`config.mk`:
```
export PLATFORM = sky130hd
export DESIGN_NAME = pipeline_hazard_ctrl_flat
export DESIGN_NICKNAME = d
export VERILOG_FILES = /design/src/rtl/pipeline_hazard_ctrl_if.sv /design/src/rtl/pipeline_hazard_ctrl.sv /design/src/flat_wrapper.sv
export SDC_FILE = /design/constraint.sdc
export NUM_CORES = 1
export LEC_CHECK = 0
export ABC_AREA = 1
export BUFFER_PORTS_ARGS = -buffer_cell sky130_fd_sc_hd__buf_2
export CORE_ASPECT_RATIO = 1.5
export CORE_MARGIN = 2
export CORE_UTILIZATION = 25
export DETAILED_ROUTE_END_ITERATION = 10
export GPL_ROUTABILITY_DRIVEN = 0
export SLEW_MARGIN = 25
export SYNTH_ARGS = -nofsm -noshare
export SYNTH_HDL_FRONTEND = slang
export SYNTH_SLANG_ARGS = --single-unit
```
`constraint.sdc`:
```
create_clock -name Clk -period 2.8 [get_ports Clk]
set_clock_uncertainty 0.05 [all_clocks]
set_input_delay 0.14 -clock Clk [delete_from_list [all_inputs] [get_ports Clk]]
set_output_delay 0.14 -clock Clk [all_outputs]
set_load 0.005 [all_outputs]
```
`src/rtl/pipeline_hazard_ctrl_if.sv`:
```
// pipeline_hazard_ctrl_if: bundles the hazard controller's pipeline-field inputs, control outputs and perf counters.
// Latency: none, wires only.
// Backpressure: none of its own; Freeze/Stall_F carry the controller's hold requests back to the datapath.
// Modports: master = datapath side (drives register fields, samples controls); slave = hazard controller.
interface pipeline_hazard_ctrl_if #(
    parameter int CNT_W = 16
);
    logic [4:0]       Rs1_D, Rs2_D;
    logic [4:0]       Rs1_E, Rs2_E, Rd_E, Rd_M, Rd_W;
    logic             RegWrite_D, Load_D;
    logic             Branch_Taken_E;
    logic             Mem_Req_M, Mem_Ready;
    logic             Stall_F, Enable_D, Clear_D, Clear_E, Freeze;
    logic [1:0]       Fwd_A_E, Fwd_B_E;
    logic [CNT_W-1:0] Stall_Cycles, Flush_Count;

    modport master (
        output Rs1_D, Rs2_D, Rs1_E, Rs2_E, Rd_E, Rd_M, Rd_W,
        output RegWrite_D, Load_D, Branch_Taken_E, Mem_Req_M, Mem_Ready,
        input  Stall_F, Enable_D, Clear_D, Clear_E, Freeze,
        input  Fwd_A_E, Fwd_B_E, Stall_Cycles, Flush_Count
    );

    modport slave (
        input  Rs1_D, Rs2_D, Rs1_E, Rs2_E, Rd_E, Rd_M, Rd_W,
        input  RegWrite_D, Load_D, Branch_Taken_E, Mem_Req_M, Mem_Ready,
        output Stall_F, Enable_D, Clear_D, Clear_E, Freeze,
        output Fwd_A_E, Fwd_B_E, Stall_Cycles, Flush_Count
    );
endinterface

```
`src/rtl/pipeline_hazard_ctrl.sv`:
```
// pipeline_hazard_ctrl: stall / flush / freeze control and EX operand forwarding for a 5-stage pipeline.
// Latency: control and forwarding outputs are combinational in the cycle the hazard is visible; counters update on the next edge.
// Backpressure: Mem_Req_M with Mem_Ready=0 freezes ID-EX..MEM-WB and holds PC / IF-ID until Mem_Ready returns.
// Ports: Clk; Reset_n (async, active-low, also forces the control outputs to their idle values);
//        hz (slave modport): decode/EX/MEM/WB register fields in, pipeline controls, forward selects and counters out.
// Build option: HAZARD_FWD_EN enables EX forwarding; without it RAW hazards stall until the writer has left MEM.
module pipeline_hazard_ctrl #(
    parameter int CNT_W = 16
) (
    input  logic                 Clk,
    input  logic                 Reset_n,
    pipeline_hazard_ctrl_if.slave hz
);
    typedef enum logic [1:0] {
        RUN      = 2'd0,
        LD_STALL = 2'd1,
        MEM_WAIT = 2'd2
    } state_t;

    state_t           state_q, state_d;
    logic             regwrite_e_q, regwrite_e_d;
    logic             regwrite_m_q, regwrite_m_d;
    logic             regwrite_w_q, regwrite_w_d;
    logic             load_e_q, load_e_d;
    logic [CNT_W-1:0] stall_cnt_q, stall_cnt_d;
    logic [CNT_W-1:0] flush_cnt_q, flush_cnt_d;

    logic             mem_wait, flush, ld_use, raw_stall;
    logic             stall_f, enable_d, clear_d, clear_e, freeze;
    logic [1:0]       fwd_a, fwd_b;

    // x0 is hardwired to zero, so a zero destination never creates a dependency.
    function automatic logic rd_match(input logic [4:0] rd, input logic [4:0] rs);
        return (rd != 5'd0) && (rd == rs);
    endfunction

    always_comb begin
        // Once the wait has started the access is known to be outstanding; only Mem_Ready ends it.
        if (state_q == MEM_WAIT) begin
            mem_wait = !hz.Mem_Ready;
        end else begin
            mem_wait = hz.Mem_Req_M && !hz.Mem_Ready;
        end

        ld_use = load_e_q && (rd_match(hz.Rd_E, hz.Rs1_D) || rd_match(hz.Rd_E, hz.Rs2_D));
`ifdef HAZARD_FWD_EN
        raw_stall = 1'b0;
`else
        // No bypass paths: the reader waits until the writer reaches WB (regfile write-through).
        raw_stall = (regwrite_e_q && (rd_match(hz.Rd_E, hz.Rs1_D) || rd_match(hz.Rd_E, hz.Rs2_D)))
                 || (regwrite_m_q && (rd_match(hz.Rd_M, hz.Rs1_D) || rd_match(hz.Rd_M, hz.Rs2_D)));
`endif
        // A branch held in EX during a freeze flushes on the first unfrozen cycle.
        flush = hz.Branch_Taken_E && !mem_wait;

        // state_d is the mode the pipeline occupies this cycle; outputs decode from it.
        state_d = RUN;
        if (mem_wait) begin
            state_d = MEM_WAIT;
        end else if (!flush && (ld_use || raw_stall)) begin
            state_d = LD_STALL;
        end

        stall_f  = 1'b0;
        enable_d = 1'b1;
        clear_d  = 1'b0;
        clear_e  = 1'b0;
        freeze   = 1'b0;
        if (Reset_n) begin
            case (state_d)
                MEM_WAIT: begin
                    freeze   = 1'b1;
                    stall_f  = 1'b1;
                    enable_d = 1'b0;
                end
                LD_STALL: begin
                    stall_f  = 1'b1;
                    enable_d = 1'b0;
                    clear_e  = 1'b1;
                end
                default: begin
                    clear_d = flush;
                    clear_e = flush;
                end
            endcase
        end

        // Shadow control bits track the ID-EX / EX-MEM / MEM-WB registers.
        regwrite_e_d = regwrite_e_q;
        load_e_d     = load_e_q;
        regwrite_m_d = regwrite_m_q;
        regwrite_w_d = regwrite_w_q;
        if (!freeze) begin
            regwrite_e_d = hz.RegWrite_D && !clear_e;
            load_e_d     = hz.Load_D && !clear_e;
            regwrite_m_d = regwrite_e_q;
            regwrite_w_d = regwrite_m_q;
        end

        stall_cnt_d = stall_cnt_q;
        if (stall_f && !(&stall_cnt_q)) begin
            stall_cnt_d = stall_cnt_q + 1'b1;
        end
        flush_cnt_d = flush_cnt_q;
        if (clear_d && !(&flush_cnt_q)) begin
            flush_cnt_d = flush_cnt_q + 1'b1;
        end
    end

    always_ff @(posedge Clk or negedge Reset_n) begin
        if (!Reset_n) begin
            state_q      <= RUN;
            regwrite_e_q <= 1'b0;
            regwrite_m_q <= 1'b0;
            regwrite_w_q <= 1'b0;
            load_e_q     <= 1'b0;
            stall_cnt_q  <= '0;
            flush_cnt_q  <= '0;
        end else begin
            state_q      <= state_d;
            regwrite_e_q <= regwrite_e_d;
            regwrite_m_q <= regwrite_m_d;
            regwrite_w_q <= regwrite_w_d;
            load_e_q     <= load_e_d;
            stall_cnt_q  <= stall_cnt_d;
            flush_cnt_q  <= flush_cnt_d;
        end
    end

`ifdef HAZARD_FWD_EN
    // MEM has the younger result, so it wins over WB.
    function automatic logic [1:0] fwd_sel(input logic [4:0] rs,
                                           input logic rw_m, input logic [4:0] rd_m,
                                           input logic rw_w, input logic [4:0] rd_w);
        if (rw_m && rd_match(rd_m, rs)) return 2'b10;
        if (rw_w && rd_match(rd_w, rs)) return 2'b01;
        return 2'b00;
    endfunction

    always_comb begin
        fwd_a = 2'b00;
        fwd_b = 2'b00;
        if (Reset_n) begin
            fwd_a = fwd_sel(hz.Rs1_E, regwrite_m_q, hz.Rd_M, regwrite_w_q, hz.Rd_W);
            fwd_b = fwd_sel(hz.Rs2_E, regwrite_m_q, hz.Rd_M, regwrite_w_q, hz.Rd_W);
        end
    end
`else
    logic unused_fwd_inputs;
    assign unused_fwd_inputs = ^{hz.Rs1_E, hz.Rs2_E, hz.Rd_W, regwrite_w_q};
    assign fwd_a = 2'b00;
    assign fwd_b = 2'b00;
`endif

    assign hz.Stall_F      = stall_f;
    assign hz.Enable_D     = enable_d;
    assign hz.Clear_D      = clear_d;
    assign hz.Clear_E      = clear_e;
    assign hz.Freeze       = freeze;
    assign hz.Fwd_A_E      = fwd_a;
    assign hz.Fwd_B_E      = fwd_b;
    assign hz.Stall_Cycles = stall_cnt_q;
    assign hz.Flush_Count  = flush_cnt_q;
endmodule

```
`src/flat_wrapper.sv`:
```
// flat-port wrapper written by rule: the top's interface ports become plain ports
module pipeline_hazard_ctrl_flat 
#(
    parameter int CNT_W = 16
)
  (Clk, Reset_n, hz_Rs1_D, hz_Rs2_D, hz_Rs1_E, hz_Rs2_E, hz_Rd_E, hz_Rd_M, hz_Rd_W, hz_RegWrite_D, hz_Load_D, hz_Branch_Taken_E, hz_Mem_Req_M, hz_Mem_Ready, hz_Stall_F, hz_Enable_D, hz_Clear_D, hz_Clear_E, hz_Freeze, hz_Fwd_A_E, hz_Fwd_B_E, hz_Stall_Cycles, hz_Flush_Count);
  pipeline_hazard_ctrl_if #(.CNT_W(CNT_W)) hz_i ();
  input  logic Clk;
  input  logic Reset_n;
  input wire logic [$bits(hz_i.Rs1_D)-1:0] hz_Rs1_D;
  input wire logic [$bits(hz_i.Rs2_D)-1:0] hz_Rs2_D;
  input wire logic [$bits(hz_i.Rs1_E)-1:0] hz_Rs1_E;
  input wire logic [$bits(hz_i.Rs2_E)-1:0] hz_Rs2_E;
  input wire logic [$bits(hz_i.Rd_E)-1:0] hz_Rd_E;
  input wire logic [$bits(hz_i.Rd_M)-1:0] hz_Rd_M;
  input wire logic [$bits(hz_i.Rd_W)-1:0] hz_Rd_W;
  input wire logic [$bits(hz_i.RegWrite_D)-1:0] hz_RegWrite_D;
  input wire logic [$bits(hz_i.Load_D)-1:0] hz_Load_D;
  input wire logic [$bits(hz_i.Branch_Taken_E)-1:0] hz_Branch_Taken_E;
  input wire logic [$bits(hz_i.Mem_Req_M)-1:0] hz_Mem_Req_M;
  input wire logic [$bits(hz_i.Mem_Ready)-1:0] hz_Mem_Ready;
  output wire logic [$bits(hz_i.Stall_F)-1:0] hz_Stall_F;
  output wire logic [$bits(hz_i.Enable_D)-1:0] hz_Enable_D;
  output wire logic [$bits(hz_i.Clear_D)-1:0] hz_Clear_D;
  output wire logic [$bits(hz_i.Clear_E)-1:0] hz_Clear_E;
  output wire logic [$bits(hz_i.Freeze)-1:0] hz_Freeze;
  output wire logic [$bits(hz_i.Fwd_A_E)-1:0] hz_Fwd_A_E;
  output wire logic [$bits(hz_i.Fwd_B_E)-1:0] hz_Fwd_B_E;
  output wire logic [$bits(hz_i.Stall_Cycles)-1:0] hz_Stall_Cycles;
  output wire logic [$bits(hz_i.Flush_Count)-1:0] hz_Flush_Count;
  assign hz_i.Rs1_D = hz_Rs1_D;
  assign hz_i.Rs2_D = hz_Rs2_D;
  assign hz_i.Rs1_E = hz_Rs1_E;
  assign hz_i.Rs2_E = hz_Rs2_E;
  assign hz_i.Rd_E = hz_Rd_E;
  assign hz_i.Rd_M = hz_Rd_M;
  assign hz_i.Rd_W = hz_Rd_W;
  assign hz_i.RegWrite_D = hz_RegWrite_D;
  assign hz_i.Load_D = hz_Load_D;
  assign hz_i.Branch_Taken_E = hz_Branch_Taken_E;
  assign hz_i.Mem_Req_M = hz_Mem_Req_M;
  assign hz_i.Mem_Ready = hz_Mem_Ready;
  assign hz_Stall_F = hz_i.Stall_F;
  assign hz_Enable_D = hz_i.Enable_D;
  assign hz_Clear_D = hz_i.Clear_D;
  assign hz_Clear_E = hz_i.Clear_E;
  assign hz_Freeze = hz_i.Freeze;
  assign hz_Fwd_A_E = hz_i.Fwd_A_E;
  assign hz_Fwd_B_E = hz_i.Fwd_B_E;
  assign hz_Stall_Cycles = hz_i.Stall_Cycles;
  assign hz_Flush_Count = hz_i.Flush_Count;
  pipeline_hazard_ctrl #(.CNT_W(CNT_W)) u_core (.Clk(Clk), .Reset_n(Reset_n), .hz(hz_i));
endmodule
```
==> flow_summary.toml, run 1 <==
[clock_network]
cts_inserted_buffers = 5
path_clk_slew_ns = 0.05
clockBufferDepth = 2
cts_tree = "yes"
clk-insertion-delay-late_ns = 0.28
cts.htree.levels = 2
clock-root-buffer = "clkbuf_16"
cts.sinks = 37

[sta]
hold_ws_ns = 0.1201
min_period_ns = 2.339
period_share_pct = 83.54
tns_ns = 0
relSlewSlack_pct = 52.05
tightest_slew_ns = 0.7193
setup_viol = 0
rsz0062_at_grt = "no"
max_freq_ghz = 0.4275
drv_slew = 0
finalHoldViolCount = 0

[floorplan]
dieArea_mm2 = 0.01055
rows = 44
die_x_um = 84.54
die_h_um = 124.8
start_util_pct = 25.39
core_mm2 = 0.009579
ios = 83

[cells_and_area]
final_layout_size_suffix_gt1_share_pct = 19.22
final_design_area_no_fill_mm2 = 0.002990
diodes = 0
num-fill-cells = 1075
final_nets = 455
area_growth_pct = 22.94

[routing]
drtPass1Iterations = 4
post_drt_wl_per_cell_um = 11.61
drc = 0
vias = 2341
routed_wl_um = 6107
drtIter0Drc = 114
antenna_left = 0
viasPerCell = 4.451

[logic_synthesis]
synth-seq-area-share_pct = 38.07
ys_ff_latch = 37
syn_area_mm2 = 0.002432
synth_cell_type_count = 24
yosysMostFrequentCell = "nand2_1"
synth_edf_count = 0
syn_inst = 344
synth_top_cell_by_area = "dfrtp_1"
ys.flop_type = "dfrtp_1"
yosys-top-cells-area = "dfrtp_1 38%, nand2_1 20%, xor2_1 8.3%"
synth_commonest_cells = "130 x nand2_1, 43 x inv_1, 37 x dfrtp_1, 29 x nand3_1"
yosysWarningCount = 0
synth_top_area_share_pct = 38.07
syn_area_per_cell_um2 = 7.071
async_reset_ff_share_pct = 100.0

[placed_design]
place_area_mm2 = 0.002838
port_buffers = 63
dp_hpwl_um = 4658

[worst_hold_path]
holdCritPathClass = "in2reg"

[global_routing]
grt_max_degree = 40
gr-total-overflow = 0
grt_pass1_vias = 2310
track_usage_pct = 12.19
grt_pass1_wl_um = 10460
antenna_found_initial = 0

[outcome]
status = "complete, no violations"

[worst_setup_path]
cp.required_ns = 2.97
cp-start-kind = "flop"
end_kind = "flop"
critical_path.max_fanout = 17
path_class = "reg2reg"
critical_path_arrival_ns = 2.51

[run]
drv_cap = 0

[power_and_ir_drop]
pwr_density_cell_mw_per_mm2 = 531.2
finalPower_mw = 1.589
peakVddDrop_uv = 343.0
p_leak_nw = 1.685
per-layer routing:
layer | vias to the layer above | routed length, um | track usage, %
li1 | 1189 | - | -
met1 | 1078 | 2482 | 13.47
met2 | 59 | 3193 | 21.77
met3 | 15 | 230 | 2.054
met4 | 0 | 199 | 6.536
met5 | - | 0 | 0
sequential cells by signal, indices dropped and copies added (netlist names):
name,flops
u_core.regwrite_e_q,1
u_core.hz.Flush_Count,16
u_core.regwrite_m_q,1
u_core.state_q,2
u_core.hz.Stall_Cycles,16
u_core.load_e_q,1
cell families (layout without fill, tap and decap cells):
logic type	after synthesis	after routing	share of synthesized area (%)
buffers and inverters	54	118	10.08
AND/OR/NAND/NOR	212	212	37.60
XOR/XNOR	34	34	12.24
adder cells (fa/ha/maj)	2	2	1.029
other	1	4	0.1542
flip-flops	37	37	38.07
AO/OA/AOI/OAI	4	4	0.8231
cells in the final DEF (no fill, tap or decap):
cell	netlist	layout
inv_2	3	3
inv_1	43	43
xor2_1	23	23
nor2_2	2	2
buf_2	1	63
ha_1	2	2
xnor2_1	11	11
clkbuf_16	0	5
nand2_2	3	3
nor3b_1	1	1
dlygate4sd3_1	0	1
nor4_1	5	5
o21ai_0	4	4
nor3_1	9	9
nand2_1	130	130
nand3_1	29	29
clkbuf_8	0	1
nand2_8	1	1
conb_1	1	4
nor2_1	23	23
or4_1	1	1
buf_4	4	1
nand4_1	6	6
nand3b_1	2	2
dfrtp_1	37	37
clkbuf_1	0	1
where the power goes:
group	switching [mW]	leakage (nW)	internal (mW)
registers	0.0796	0.487	0.606
logic	0.194	1.13	0.148
clock network	0.212	0.0700	0.350
metrics by stage:
step / setup slack [ns] / util (%) / instances
6_report: 0.4608 / 31.22 / 526
5_1_grt: 0.2766 / 31.22 / 526
4_1_cts: 0.4334 / 31.22 / 526
3_5_place_dp: 0.4467 / 29.62 / 518
3_3_place_gp: 0.4774 / 29.62 / 518
2_1_floorplan: 0.8838 / - / 347
final cells by class:
type | count | area, um2 | area share (%)
Clock buffer | 7 | 142.6 | 4.770
Inverter | 46 | 172.7 | 5.774
Multi-Input combinational cell | 256 | 1272 | 42.55
Sequential cell | 37 | 925.9 | 30.96
Tap cell | 115 | 143.9 | 4.812
Timing Repair Buffer | 65 | 332.8 | 11.13
path summary, 6_finish.rpt:
kind                                                       start                                    end  slack (ns)  depth (start not counted)
min in group asynchronous                                Reset_n            u_core.state_q[1]$_DFF_PN0_        0.46                          3
max reg2reg                u_core.hz.Stall_Cycles[0]$_DFFE_PN0P_  u_core.hz.Stall_Cycles[2]$_DFFE_PN0P_        0.46                          8
max in group asynchronous                                Reset_n   u_core.hz.Flush_Count[9]$_DFFE_PN0P_        1.89                          3
min reg2reg                      u_core.regwrite_m_q$_DFFE_PN0N_        u_core.regwrite_m_q$_DFFE_PN0N_        0.42                          2
max                        u_core.hz.Stall_Cycles[0]$_DFFE_PN0P_  u_core.hz.Stall_Cycles[2]$_DFFE_PN0P_        0.46                          8
min                                                hz_RegWrite_D        u_core.regwrite_e_q$_DFFE_PN0N_        0.12                          4
worst max-delay path: stages, from the launching register on:
cell and delay (ns):
dfrtp_1 0.41, ha_1 0.21, nand3_1 0.15, nor2_2 0.19
nand2_2 0.08, or4_1 0.77, nand2_8 0.28, nand2_1 0.07
nand2_1 0.06
timing repair:
item | CTS | global route
hold buffers | 1 | 0
resized for setup | 0 | 0
endpoints found under the hold margin | 37 | 0
setup buffers | 0 | 0
Power figures use the tool's default switching activity.
==> inputs of run 2 (changes only) <==
Clock period 2.8 ns to 1.95 ns, I/O delays scaled along.
==> run 2 against run 1 <==
Die area is the same. Sequential share of layout area is 1.7 points lower. Cell area up 5.7%. Utilization increased by 1.8 points. Non-clock buffer count up 17. Critical path type unchanged. Largest cell class unchanged. Largest power group unchanged.
==> flow_summary.toml, run 2 (synthesis gave the netlist of run 1 again) <==
[outcome]
status = "complete, no violations"

[floorplan]
dieArea_mm2 = 0.01055
start_util_pct = 25.39
core_mm2 = 0.009579
die_x_um = 84.54
ios = 83
die_h_um = 124.8
rows = 44

[clock_network]
clockBufferDepth = 2
cts.sinks = 37
cts.htree.levels = 2
cts_inserted_buffers = 5
clk-insertion-delay-late_ns = 0.28
cts_tree = "yes"
clock-root-buffer = "clkbuf_16"
path_clk_slew_ns = 0.05

[worst_setup_path]
end_kind = "flop"
path_class = "reg2reg"
rr_worst_depth = 9
critical_path_arrival_ns = 2.00
cp.required_ns = 2.11
rrSetupSlack_ns = 0.11
r2r-end = "u_core.hz.Stall_Cycles[8]$_DFFE_PN0P_"
critical_path.max_fanout = 17
cp-start-kind = "flop"
r2r_start = "u_core.hz.Stall_Cycles[1]$_DFFE_PN0P_"

[global_routing]
antenna_found_initial = 0
grt_pass1_wl_um = 10430
gr-total-overflow = 0
track_usage_pct = 12.06
grt_pass1_vias = 2345
grt_max_degree = 24

[cells_and_area]
final_common_cell = "nand2_1"
multiInputGateArea_mm2 = 0.001296
area_growth_pct = 29.99
layout_common_cells = "128 x nand2_1, 63 x buf_2, 43 x inv_1"
fin_util_pct = 33.01
num-fill-cells = 1079
final_layout_size_suffix_gt1_share_pct = 24.07
final_nets = 472
diodes = 0
seq_area_um2 = 925.9

[routing]
antenna_left = 0
viasPerCell = 4.361
routed_wl_um = 6127
vias = 2368
drtIter0Drc = 76
drc = 0
post_drt_wl_per_cell_um = 11.28
drtPass1Iterations = 4

[sta]
min_period_ns = 1.838
rsz0062_at_grt = "no"
setup_viol = 0
finalHoldViolCount = 0
max_freq_ghz = 0.5441
tns_ns = 0
drv_slew = 0
period_share_pct = 94.25

[power_and_ir_drop]
power_switching_uw = 683.3
clkPwrFrac_pct = 34.4
peakVddDrop_uv = 530.3
p_leak_nw = 1.782
pwr_density_cell_mw_per_mm2 = 728.3
power_frac_seq_pct = 42.3
p_int_mw = 1.619
pwr-share-comb_pct = 23.3
switching_share_pct = 29.67

[worst_hold_path]
hold_depth = 4
holdCritPathClass = "in2reg"
holdPathEnd = "u_core.state_q[0]$_DFF_PN0_"
worstHoldStart = "hz_Branch_Taken_E"

[placed_design]
port_buffers = 63
dp_hpwl_um = 4846

[run]
drv_cap = 0
run 2: cell types whose count changed in the layout (fill, tap and decap cells not counted), sizes merged:
cell / before / now
buf: 64 / 81
run 2: power by group through the flow:
stage	Sequential (mW)	Clock, mW	Combinational [mW]
after CTS	0.976	0.825	0.541
final	0.974	0.791	0.537
after global routing	0.993	0.848	0.618
after floorplan	0.986	0	0.282
after global placement	0.980	0	0.526
after detailed placement	0.987	0	0.537
run 2: routing by layer:
| layer | track usage (%) | wire, um | vias to the layer above |
|---|---|---|---|
| met5 | 0 | 0 | - |
| met4 | 4.762 | 132 | 0 |
| met3 | 2.253 | 253 | 11 |
| met2 | 22.74 | 3331 | 53 |
| met1 | 12.86 | 2410 | 1086 |
| li1 | - | - | 1218 |
run 2: layout make-up:
type	count	area share, %
multi-input cells	256	41.00
clock buffers	7	4.511
flip-flops and latches	37	29.28
repair buffers	82	15.20
inverters	46	5.461
well taps	115	4.551
run 2: worst max-delay path by stage:
stage / startpoint / end / slack, ns / cells after the start
after global routing: u_core.hz.Stall_Cycles[1]$_DFFE_PN0P_ / u_core.hz.Stall_Cycles[7]$_DFFE_PN0P_ / 0.002 / 9
after detailed placement: u_core.hz.Stall_Cycles[1]$_DFFE_PN0P_ / u_core.hz.Stall_Cycles[8]$_DFFE_PN0P_ / 0.1 / 9
after floorplan: u_core.hz.Stall_Cycles[0]$_DFFE_PN0P_ / u_core.hz.Stall_Cycles[10]$_DFFE_PN0P_ / 0.03 / 9
after global placement: u_core.hz.Stall_Cycles[1]$_DFFE_PN0P_ / u_core.hz.Stall_Cycles[1]$_DFFE_PN0P_ / 0.12 / 9
final: u_core.hz.Stall_Cycles[1]$_DFFE_PN0P_ / u_core.hz.Stall_Cycles[8]$_DFFE_PN0P_ / 0.11 / 9
after CTS: Reset_n / hz_Enable_D / 0.03 / 8
run 2: critical path, cell delays in order, from the launching register on:
cell	delay (ns)
dfrtp_1	0.35
ha_2	0.19
nand3_1	0.10
nor2_2	0.16
nand2_2	0.07
or4_4	0.43
buf_12	0.17
nand2_8	0.13
nand2_1	0.06
nand2_1	0.06
run 2: timing repair:
item	CTS	global route
resized for setup	0	12
hold endpoints to repair	37	0
hold buffers	1	0
buffers inserted	0	1
setup endpoints to repair	0	20
run 2: per-stage QoR:
| stage | std cells | hold slack, ns | worst slack, ns | power, mW | instance area (um2) |
|---|---|---|---|---|---|
| 6_report | 543 | 0.07200 | 0.1121 | 2.303 | 3162 |
| 3_5_place_dp | 534 | 0.08914 | 0.09935 | 1.524 | 2958 |
| 2_1_floorplan | 347 | -0.2481 | 0.03376 | 1.268 | 2444 |
| 3_3_place_gp | 534 | 0.08363 | 0.1186 | 1.506 | 2958 |
| 5_1_grt | 543 | 0.08786 | 0.002024 | 2.459 | 3162 |
| 4_1_cts | 542 | 0.08146 | 0.02833 | 2.342 | 3110 |
